File: src/rtl/uart_rx_fsm_cfg.sv
// uart_rx_fsm_cfg: oversampled UART receiver. Each bit is decided by a
// 3-sample majority vote around mid-bit; parity mode is latched per character
// and parity, framing and break status are reported with every character.
module uart_rx_fsm_cfg #(
    parameter int DATA_BITS  = 8,
    parameter int OVERSAMPLE = 16,
    parameter int STOP_BITS  = 1
) (
    input  logic                 clk,
    input  logic                 rst,
    input  logic                 rx_in,
    input  logic                 sample_tick,
    input  logic [1:0]           parity_mode,
    output logic [DATA_BITS-1:0] rx_data,
    output logic                 rx_valid,
    output logic                 parity_err,
    output logic                 frame_err,
    output logic                 break_det,
    output logic                 busy
);
    localparam int TW = $clog2(OVERSAMPLE);
    localparam int BW = $clog2(DATA_BITS + 1);

    localparam logic [TW-1:0] MID_M1 = TW'(OVERSAMPLE / 2 - 1);
    localparam logic [TW-1:0] MID    = TW'(OVERSAMPLE / 2);
    localparam logic [TW-1:0] MID_P1 = TW'(OVERSAMPLE / 2 + 1);
    localparam logic [TW-1:0] LAST   = TW'(OVERSAMPLE - 1);
    localparam logic [BW-1:0] NBITS  = BW'(DATA_BITS);

    typedef enum logic [2:0] {
        IDLE,
        START,
        DATA,
        PARITY,
        STOP,
        STOP2
    } state_t;

    // Majority of three samples; one corrupted sample cannot flip the bit.
    function automatic logic maj3(input logic a, input logic b, input logic c);
        return (a & b) | (a & c) | (b & c);
    endfunction

    logic                 rx_meta_q;
    logic                 rx_s_q;
    state_t               state_q;
    logic [TW-1:0]        tick_q;
    logic [BW-1:0]        bit_q;
    logic [DATA_BITS-1:0] shift_q;
    logic [1:0]           par_q;
    logic [1:0]           samp_q;
    logic                 pbit_q;
    logic                 perr_q;
    logic                 wait_hi_q;
    logic [DATA_BITS-1:0] rx_data_q;
    logic                 rx_valid_q;
    logic                 parity_err_q;
    logic                 frame_err_q;
    logic                 break_det_q;

    logic at_vote;
    logic at_wrap;
    logic vote;
    logic par_on;
    logic par_x;
    logic par_bad;
    logic brk;

    assign at_vote = (tick_q == MID_P1);
    assign at_wrap = (tick_q == LAST);
    // samp_q[1] holds the MID-1 sample, samp_q[0] the MID sample.
    assign vote    = maj3(samp_q[1], samp_q[0], rx_s_q);
    // Modes 01 (odd) and 10 (even) enable parity; 00 and 11 disable it.
    assign par_on  = ^par_q;
    assign par_x   = (^shift_q) ^ vote;
    assign par_bad = (par_q == 2'b10) ? par_x : ~par_x;
    // Break: all data bits, the parity bit (if present) and first stop are 0.
    assign brk     = (shift_q == '0) && !(par_on && pbit_q) && !vote;

    assign rx_data    = rx_data_q;
    assign rx_valid   = rx_valid_q;
    assign parity_err = parity_err_q;
    assign frame_err  = frame_err_q;
    assign break_det  = break_det_q;
    assign busy       = (state_q != IDLE);

    // Two-flop synchroniser for the asynchronous serial line (idles high).
    always_ff @(posedge clk or posedge rst) begin
        if (rst) begin
            rx_meta_q <= 1'b1;
            rx_s_q    <= 1'b1;
        end else begin
            rx_meta_q <= rx_in;
            rx_s_q    <= rx_meta_q;
        end
    end

    // Receive FSM: bit timing, voting, deserialisation and status outputs.
    always_ff @(posedge clk or posedge rst) begin
        if (rst) begin
            state_q      <= IDLE;
            tick_q       <= '0;
            bit_q        <= '0;
            shift_q      <= '0;
            par_q        <= 2'b00;
            samp_q       <= 2'b00;
            pbit_q       <= 1'b0;
            perr_q       <= 1'b0;
            wait_hi_q    <= 1'b0;
            rx_data_q    <= '0;
            rx_valid_q   <= 1'b0;
            parity_err_q <= 1'b0;
            frame_err_q  <= 1'b0;
            break_det_q  <= 1'b0;
        end else begin
            rx_valid_q  <= 1'b0;
            break_det_q <= 1'b0;
            if (sample_tick) begin
                tick_q <= tick_q + TW'(1);
                if (tick_q == MID_M1) samp_q[1] <= rx_s_q;
                if (tick_q == MID)    samp_q[0] <= rx_s_q;
                case (state_q)
                    IDLE: begin
                        tick_q <= '0;
                        bit_q  <= '0;
                        // After a framing error or break the line must be
                        // seen high once before a new start is accepted.
                        if (wait_hi_q) begin
                            if (rx_s_q) wait_hi_q <= 1'b0;
                        end else if (!rx_s_q) begin
                            par_q   <= parity_mode;
                            state_q <= START;
                        end
                    end
                    START: begin
                        if (at_vote && vote) state_q <= IDLE;
                        else if (at_wrap)    state_q <= DATA;
                    end
                    DATA: begin
                        if (at_vote) begin
                            shift_q <= {vote, shift_q[DATA_BITS-1:1]};
                            bit_q   <= bit_q + BW'(1);
                        end
                        if (at_wrap && bit_q == NBITS) begin
                            bit_q   <= '0;
                            state_q <= par_on ? PARITY : STOP;
                        end
                    end
                    PARITY: begin
                        if (at_vote) begin
                            pbit_q <= vote;
                            perr_q <= par_bad;
                        end
                        if (at_wrap) state_q <= STOP;
                    end
                    STOP: begin
                        if (at_vote) begin
                            rx_data_q    <= shift_q;
                            rx_valid_q   <= 1'b1;
                            frame_err_q  <= ~vote;
                            parity_err_q <= par_on & perr_q;
                            break_det_q  <= brk;
                            if (!vote) wait_hi_q <= 1'b1;
                            // Leaving at the vote point leaves half a bit of
                            // slack to catch a back-to-back start bit.
                            if (STOP_BITS == 1) state_q <= IDLE;
                        end
                        if (STOP_BITS == 2 && at_wrap) state_q <= STOP2;
                    end
                    STOP2: begin
                        if (at_vote) begin
                            if (!vote) begin
                                frame_err_q <= 1'b1;
                                wait_hi_q   <= 1'b1;
                            end
                            state_q <= IDLE;
                        end
                    end
                    default: state_q <= IDLE;
                endcase
            end
        end
    end
endmodule

File: config.mk
export PLATFORM = sky130hd
export DESIGN_NAME = uart_rx_fsm_cfg
export DESIGN_NICKNAME = d
export VERILOG_FILES = /design/src/rtl/uart_rx_fsm_cfg.sv
export SDC_FILE = /design/constraint.sdc
export NUM_CORES = 1
export LEC_CHECK = 0
export CELL_PAD_IN_SITES_DETAIL_PLACEMENT = 0
export CELL_PAD_IN_SITES_GLOBAL_PLACEMENT = 2
export CORE_ASPECT_RATIO = 0.7
export CORE_MARGIN = 2
export CORE_UTILIZATION = 35
export CTS_BUF_LIST = sky130_fd_sc_hd__clkbuf_2 sky130_fd_sc_hd__clkbuf_4 sky130_fd_sc_hd__clkbuf_8
export DETAILED_ROUTE_END_ITERATION = 10
export GPL_TIMING_DRIVEN = 0
export HOLD_SLACK_MARGIN = 0.05
export PLACE_DENSITY_LB_ADDON = 0.15
export RECOVER_POWER = 100
export SYNTH_ARGS = -nofsm -noshare
export SYNTH_HDL_FRONTEND = slang
export SYNTH_SLANG_ARGS = --single-unit
File: constraint.sdc
create_clock -name clk -period 5 [get_ports clk]
set_input_delay 0.5 -clock clk [delete_from_list [all_inputs] [get_ports clk]]
set_output_delay 0.5 -clock clk [all_outputs]
set_load 0.02 [all_outputs]
==> results.sh <==
export IMPL_grt_pass1_vias=1438
export IMPL_seq_power_share=0.420
export IMPL_numClockSinks=40
export IMPL_portBuffers=18
export IMPL_hp_class="reg -> reg"
export IMPL_initial_core_util=0.362
export IMPL_h_tree_depth=2
export IMPL_dp_cells=278
export IMPL_violations="max-capacitance violations, max-slew violations"
export IMPL_synth_avg_cell_area_um2=11.2
export IMPL_die_h_um=68.4
export IMPL_path_cells="dlygate4sd3_1 > and3b_1 > nor3b_1 > clkbuf_1 > o21ai_0"
export IMPL_synth_edf_count=0
export IMPL_ir_drop_mv=0.156
export IMPL_min_period_ps=2710
export IMPL_rsz0062_at_grt="no"
export IMPL_status="complete, but fails checks"
export IMPL_finalCritPeriodShare=0.542
export IMPL_synthFlopType="dfrtp_1"
export IMPL_cpPeakStageDelay_ps=880
export IMPL_drive_gt1_frac=0.114
export IMPL_coreArea_mm2=0.00573
export IMPL_grt_ovfl_total=0
export IMPL_synthTopCellsByArea="dfrtp_1 46%, ha_1 6.0%, mux2_4 5.1%, o21ai_0 4.6%, mux2_2 3.8%"
export IMPL_cts_buffers=5
export IMPL_path_delay_family="simple AND/OR/NAND/NOR gates"
export IMPL_start_kind="primary input"
export IMPL_hold_viol=0
export IMPL_relSlewSlack=-0.0347
export IMPL_antenna_left=0
export IMPL_first_pass_iters=4
export IMPL_worstSetupPathType="in -> reg"
export IMPL_clkLatencyLatePin_ps=290
export IMPL_grt_usage=0.149
export IMPL_synth_net_count=201
export IMPL_cts_tree="yes"
export IMPL_cp_num_buf_inv=2
export IMPL_grt_pass1_wl_um=7290
export IMPL_syn_instance_count=185
export IMPL_power_internal_w=0.000746
export IMPL_utilization=0.413
export IMPL_finalMaxSlewViolations=41
export IMPL_setup_violations=0
export IMPL_setup_tns_final_ps=0
export IMPL_path_max_fanout=10
export IMPL_power_share_combinational=0.319
export IMPL_fin_nets=226
export IMPL_wl_um=4100
export IMPL_drt_iter0_drc=61
export IMPL_finalPower_w=0.00110
export IMPL_switching_share=0.324
export IMPL_yosysTopAreaCellShare=0.459
export IMPL_critPathSlowestCell="nor3b_1"
export IMPL_async_flop_share=1.00
export IMPL_ys_seq_elements=40
export IMPL_p_switching_w=0.000357
export IMPL_routabilityCongestion=0.807
export IMPL_wl_per_cell_um=14.3
export IMPL_num_vias=1414
export IMPL_layout_common_cells="38 x dfrtp_1, 20 x inv_1, 19 x o21ai_0"
export IMPL_pwr_share_clk=0.262
export IMPL_powerDensity_mw_per_mm2=466
export IMPL_antennaDiodeCount=0
export IMPL_synth_warnings=0
export IMPL_fillerInstances=546
export IMPL_syn_cell_area_mm2=0.00207
export IMPL_instances_no_fill=286
export IMPL_layout_cells_most_common="dfrtp_1"
export IMPL_yosysSeqAreaShare=0.485
export IMPL_antenna_found_initial=0
export IMPL_cts_hold_buf=0
export IMPL_path_clk_slew_ps=80
export IMPL_hpwlAfterDp_um=2970
export IMPL_tightest_slew_ps=1550
export IMPL_die_area_mm2=0.00656
export IMPL_finClkSkew_ps=7.12
export IMPL_fmax_ghz=0.369
export IMPL_yosysTopAreaCell="dfrtp_1"
export IMPL_p_leak_nw=1.12
export IMPL_synth_cell_types=44
export IMPL_viasPerCell=4.94
export IMPL_post_cts_buffers=0
export IMPL_num_io_pins=19
export IMPL_cp_required_ps=5150
export IMPL_dieWidth_um=95.9
export IMPL_max_cap_violations=1
export IMPL_cts_resized=0
export IMPL_syn_to_final_growth_pct=14.3
export IMPL_clockBufferDepth=2
export IMPL_rows=23
export IMPL_grt_max_degree=41
export IMPL_drcViolationCount=0
export IMPL_crit_arrival_ps=2860
export IMPL_end_kind="register"
export IMPL_root_buffer="clkbuf_8"
## area by class of cell
class | count | area, um2 | share of cell area
Multi-Input combinational cell | 118 | 845 | 0.357
Timing Repair Buffer | 18 | 180 | 0.0762
Clock inverter | 1 | 30.0 | 0.0127
Sequential cell | 40 | 1000 | 0.424
Clock buffer | 7 | 96.3 | 0.0407
Inverter | 20 | 75.1 | 0.0317
Tap cell | 75 | 93.8 | 0.0397
Buffer | 7 | 42.5 | 0.0180
## Yosys cell counts (all sizes together) (2+ instances only)
library cell / number
nor2b: 2
o22ai: 3
a32o: 3
nand3: 10
a21oi: 4
xnor2: 4
o21ai: 19
dfstp: 2
nor2: 4
and2b: 3
ha: 10
dfrtp: 38
and3b: 3
mux2: 14
nand2: 14
buf: 6
nor3: 2
inv: 20
and3: 3
a31oi: 4
nand4: 3
## path summary, 6_finish.rpt
path | start | endpoint | slack [ps] | depth (start not counted)
worst min register to register | rx_meta_q | rx_s_q | 360 | 0
worst max register to register | tick_q[1] | shift_q[4] | 2500 | 6
worst max-delay path | sample_tick | shift_q[4] | 2290 | 5
worst min-delay path | rx_meta_q | rx_s_q | 360 | 0
max in group asynchronous | rst | tick_q[3] | 2970 | 2
min in group asynchronous | rst | bit_q[1] | 1120 | 2
## worst reg2reg max path, stage by stage, from the launching register on
cell      delay [ps]
dfrtp_1          390
inv_1            100
ha_1             180
nand3b_1         220
nor3b_1          930
clkbuf_1         390
o21ai_0          160
## power groups by stage
stage	logic, W	clock network, W	registers, W
floorplan	0.000297	0	0.000450
global placement	0.000364	0	0.000463
detailed placement	0.000366	0	0.000469
CTS	0.000369	0.000298	0.000462
global route	0.000401	0.000314	0.000475
finish	0.000351	0.000289	0.000463
## sequential cells by signal (all words and copies together), names as in the netlist, 2 cells and up
signal and count:
tick_q 4, samp_q 2, rx_data 8, par_q 2, shift_q 8, state_q 3, bit_q 4
## metrics by stage
step                instance area, um2  hold slack (ps)  worst slack (ps)
floorplan                         2070              345              3360
global placement                  2340              348              2680
detailed placement                2340              347              2740
CTS                               2470              358              2500
global route                      2370              363              2000
finish                            2370              359              2290
## kinds of logic after synthesis
logic type | share of synthesized area
fa+ha+maj | 0.0659
flops | 0.485
xor+xnor | 0.0211
mux | 0.0888
compound gates | 0.112
simple gates | 0.156
buf+inv | 0.0719
## layer usage
layer | track usage | vias to the layer above | part of all wire
li1 | - | 693 | -
met1 | 0.231 | 690 | 0.56
met2 | 0.203 | 27 | 0.40
met3 | 0.0396 | 4 | 0.035
met4 | 0.0321 | 0 | 0.0076
met5 | 0 | - | 0
Note: power is estimated with default switching activity, not from simulation.
